### config.mk
export PLATFORM = sky130hd
export DESIGN_NAME = regfile_mp
export DESIGN_NICKNAME = d
export VERILOG_FILES = /design/src/rtl/regfile_mp.sv
export SDC_FILE = /design/constraint.sdc
export NUM_CORES = 2
export LEC_CHECK = 0
export BUFFER_PORTS_ARGS = -buffer_cell sky130_fd_sc_hd__buf_2
export CORE_MARGIN = 2
export CORE_UTILIZATION = 45
export CTS_CLUSTER_SIZE = 24
export DETAILED_ROUTE_END_ITERATION = 8
export HOLD_SLACK_MARGIN = 0.03
export SYNTH_ARGS = -nofsm -noshare
export SYNTH_HDL_FRONTEND = slang
export SYNTH_SLANG_ARGS = --single-unit
### constraint.sdc
create_clock -name CLK -period 2.02 [get_ports CLK]
set_clock_uncertainty 0.15 [all_clocks]
set_input_delay 0.101 -clock CLK [delete_from_list [all_inputs] [get_ports CLK]]
set_output_delay 0.101 -clock CLK [all_outputs]
set_load 0.05 [all_outputs]
### src/rtl/regfile_mp.sv
// Multi-port register file for the shrv32 core: registered read ports with write forwarding,
// one write port, a pending-write scoreboard for decode stalls, and LED/TAP board taps.
module regfile_mp #(
  parameter int XLEN     = 32,
  parameter int NREG     = 32,
  parameter int NR       = 2,
  parameter int ZERO_REG = 1,
  parameter int LED_REG  = NREG - 1,
  parameter int LED_W    = 8,
  parameter int TAP_N    = 8,
  localparam int AW      = $clog2(NREG)
) (
  input  logic                  CLK,
  input  logic                  RST,
  input  logic                  RE,
  input  logic [NR*AW-1:0]      RA,
  output logic [NR*XLEN-1:0]    RD,
  output logic [NR-1:0]         BUSY,
  input  logic                  WE,
  input  logic [AW-1:0]         WA,
  input  logic [XLEN-1:0]       WD,
  input  logic                  ISSUE,
  input  logic [AW-1:0]         IA,
  output logic [LED_W-1:0]      LED,
  output logic [TAP_N*XLEN-1:0] TAP
);

  localparam bit            ZR      = (ZERO_REG != 0);
  localparam logic [AW-1:0] LED_IDX = AW'(LED_REG);

  logic [XLEN-1:0] regs [NREG];
  logic [NREG-1:0] pend;
  logic            wr_ok;
  logic            iss_ok;

  // Register 0 swallows writes and issues when it is hardwired to zero.
  assign wr_ok  = WE && !(ZR && (WA == '0));
  assign iss_ok = ISSUE && !(ZR && (IA == '0));

  always_ff @(posedge CLK or negedge RST) begin
    if (!RST) begin
      for (int k = 0; k < NREG; k++) regs[k] <= '0;
    end else if (wr_ok) begin
      regs[WA] <= WD;
    end
  end

  // Clear first, then set: a new issue to the address being written back wins.
  always_ff @(posedge CLK or negedge RST) begin
    if (!RST) begin
      pend <= '0;
    end else begin
      if (WE)     pend[WA] <= 1'b0;
      if (iss_ok) pend[IA] <= 1'b1;
    end
  end

  for (genvar g = 0; g < NR; g++) begin : g_port
    logic [AW-1:0]   ra;
    logic            fwd;
    logic [XLEN-1:0] rd_next;
    logic [XLEN-1:0] rd_q;

    assign ra      = RA[g*AW +: AW];
    assign fwd     = wr_ok && (WA == ra);
    assign rd_next = fwd ? WD : ((ZR && (ra == '0)) ? '0 : regs[ra]);
    assign BUSY[g] = pend[ra] && !(WE && (WA == ra)) && !(ZR && (ra == '0));

    always_ff @(posedge CLK or negedge RST) begin
      if (!RST) begin
        rd_q <= '0;
      end else if (RE) begin
        rd_q <= rd_next;
      end
    end

    assign RD[g*XLEN +: XLEN] = rd_q;
  end

  assign LED = regs[LED_IDX][LED_W-1:0];

  // Topmost register lands in the least significant slot of TAP.
  for (genvar t = 0; t < TAP_N; t++) begin : g_tap
    assign TAP[t*XLEN +: XLEN] = regs[NREG-1-t];
  end

endmodule
==> metrics.txt <==
routed wire length 208 mm; Final Critical Period 2.85 ns; Routability Congestion 0.850; vias in the first global route 42700; #FFs+latches synth 1120; sequential cell area fraction in the yosys report 0.464; post-route ant nets 0; final worst slack -0.833 ns; Die H 370 µm; net count after synthesis 3971; Die ar. 0.137 mm²; Yosys cell types 39; WHS -0.196 ns; routed len/inst 30.9 µm; Final Cycle Share 1.41; via count 41300; dpl ws -0.516 ns; failing checks negative hold slack, negative setup slack; max-slew violation total from the final report 0; Power Total 78.7 mW; worst hold path type in -> reg; top post-synthesis cells by area dfrtp_1 46%, mux4_2 24%, mux2_2 17%; initial antenna violation count 7; CTS Buffer Depth 3; Post-DP HPWL 141 mm; final hold vios 1; global route overflow 0; fmax 350 MHz; Setup CP Type reg -> out; Die W 370 µm; Synth top cells by count 1120 x dfrtp_1, 937 x mux2_2, 636 x mux4_2; Worst-Skew Late Latency 0.77 ns; Ys Warns 0; critical-path maximum fanout 3; Top Layer Used met5; Syn Inst Count 3914; leakage 34.6 nW; row count 134; Core Util, Final 0.572; CTS Buf Count 131; Max-Slew Margin vs Limit 0.357; Core Area 0.133 mm²; CP required 1.77 ns; Crit path arrival time 2.60 ns; Detail Route met2 WL 96.6 mm; boundary pin count 387; Area Growth Syn to Fin 26.2%; Final setup viols 37; H-tree Lvls 4; Num Clock Sinks 1120; Final #Nets 4922; Starting DRT DRC Count 3669; status finished with violations; Clock Root Buffer clkbuf_16; synthesized cell area 0.0604 mm²; Placed Cells incl. Taps 6391; Main synth FF type dfrtp_1; Finished Layout Cells 6734; max-cap violations 0; router iterations before antenna repair 6; largest net degree at the start of global routing 98; clock slew at reported path FFs 0.06 ns; peak supply drop 877 µV; fraction of layout cells with a size suffix above 1 0.664; area leader, netlist dfrtp_1; Metal-1 WL 89.0 mm; Crit. End Element output pin; post-route DRC violation count 0; Pwr Density 1030 mW/mm²; unrepaired setup endpoints after global routing yes; CTS tree done; crit start category register; metal3 WL 16.5 mm; first-pass GRT wire length 304 mm; top-count cell post-synth dfrtp_1; Avg Vias per Cell 6.13; area share of the leading cell type in the synthesized netlist 0.464; I/O Buffers 386; asr flop ratio synth 1.00; Syn Area/Cell 15.4 µm²; Post-synth EDFFs 0; Initial Util 0.453; Worst Tran Pin Value 0.961 ns; GRT Util Overall 0.306
[per-layer routing]
metal  GRT usage  vias to the layer above
li1            -                    16800
met1       0.442                    22400
met2       0.470                     1809
met3      0.0631                      316
met4      0.0887                        4
met5           0                        -
[path summary, 6_finish.rpt]
kind                                   startpoint                             end  slack (ns)  cells past startpoint
setup / recovery                pend[6]$_DFF_PN0_                         BUSY[0]       -0.83                      5
hold / removal                              RA[4]  g_port[0].rd_q[31]$_DFFE_PN0P_       -0.20                      4
setup reg to reg            regs[623]$_DFFE_PN0P_  g_port[1].rd_q[15]$_DFFE_PN0P_       -0.19                      4
hold reg to reg            regs[1004]$_DFFE_PN0P_          regs[1004]$_DFFE_PN0P_        0.24                      0
max in group asynchronous                     RST           regs[705]$_DFFE_PN0P_        0.31                      4
min in group asynchronous                     RST           regs[766]$_DFFE_PN0P_        0.59                      4
[power by group]
part / internal (mW) / switching, mW
clock: 13.9 / 9.98
sequential: 26.8 / 3.11
combinational: 12.7 / 12.2
total: 53.4 / 25.3
[cell usage in the layout, fill, tap and decap left out, drive strengths merged, types with 3 or more instances in the layout]
cell and count:
clkinvlp 5, mux2 1004, clkinv 31, dfrtp 1120, bufinv 5, or3 44, nor3b 9, nor2b 65
a41oi 12, buf 1422, inv 4, or2 4, a22o 47, nor4 3, nand3b 8, nand2 46
diode 4, clkbuf 186, o22ai 24, nand3 44, dlygate4sd3 74, mux2i 13, nor3 5, a32oi 20
mux4 636, nand2b 25, o21ai 34, xnor2 10, o211ai 14, nor2 36
[sequential cells by signal, summed over array words and instances, names as in the netlist]
name	flops
pend	32
LED	8
TAP	248
g_port.rd_q	64
regs	768
[cell type report]
| type | count | area [µm²] |
|---|---|---|
| Antenna cell | 4 | 10.0 |
| Clock buffer | 186 | 3850 |
| Clock inverter | 44 | 444 |
| Fill cell | 10600 | 57200 |
| Inverter | 1 | 5.00 |
| Multi-Input combinational cell | 2114 | 29200 |
| Sequential cell | 1120 | 28000 |
| Tap cell | 1768 | 2210 |
| Timing Repair Buffer | 1497 | 12600 |
[worst max-delay path: stages, from the launching register on]
cell and delay (ns):
dfrtp_1 0.41, mux4_2 0.48, mux4_2 0.51, mux2i_4 0.18
nor3_4 0.08, buf_6 0.16
[per-stage QoR]
| stage | area (µm²) | hold WS [ns] | setup TNS, ns |
|---|---|---|---|
| 6_report | 76300 | -0.196 | -4.72 |
| 5_1_grt | 76300 | -0.211 | -6.09 |
| 4_1_cts | 76000 | -0.256 | -5.55 |
| 3_5_place_dp | 70500 | -0.0805 | -24.76 |
| 3_3_place_gp | 70500 | -0.0760 | -26.10 |
| 2_1_floorplan | 60800 | -0.345 | -5.58 |
[cell families (layout without fill, tap and decap cells)]
group,Yosys count,after routing,synth area share
multiplexers,1653,1653,0.426
flip-flops,1120,1120,0.464
buffers and inverters,680,1728,0.0628
AND/OR/NAND/NOR,297,297,0.0269
AO/OA/AOI/OAI,154,154,0.0189
XOR/XNOR,10,10,0.00145
other,0,4,0
[what timing repair did]
action                                  4_1_cts  5_1_grt
buffers inserted                             26       11
hold buffers                                 76        1
endpoints found under the setup margin       36       67
hold endpoints to repair                   2208        5
pin swaps                                     3       16
gates resized for setup                      45       57
Note: power is estimated with default switching activity, not from simulation.
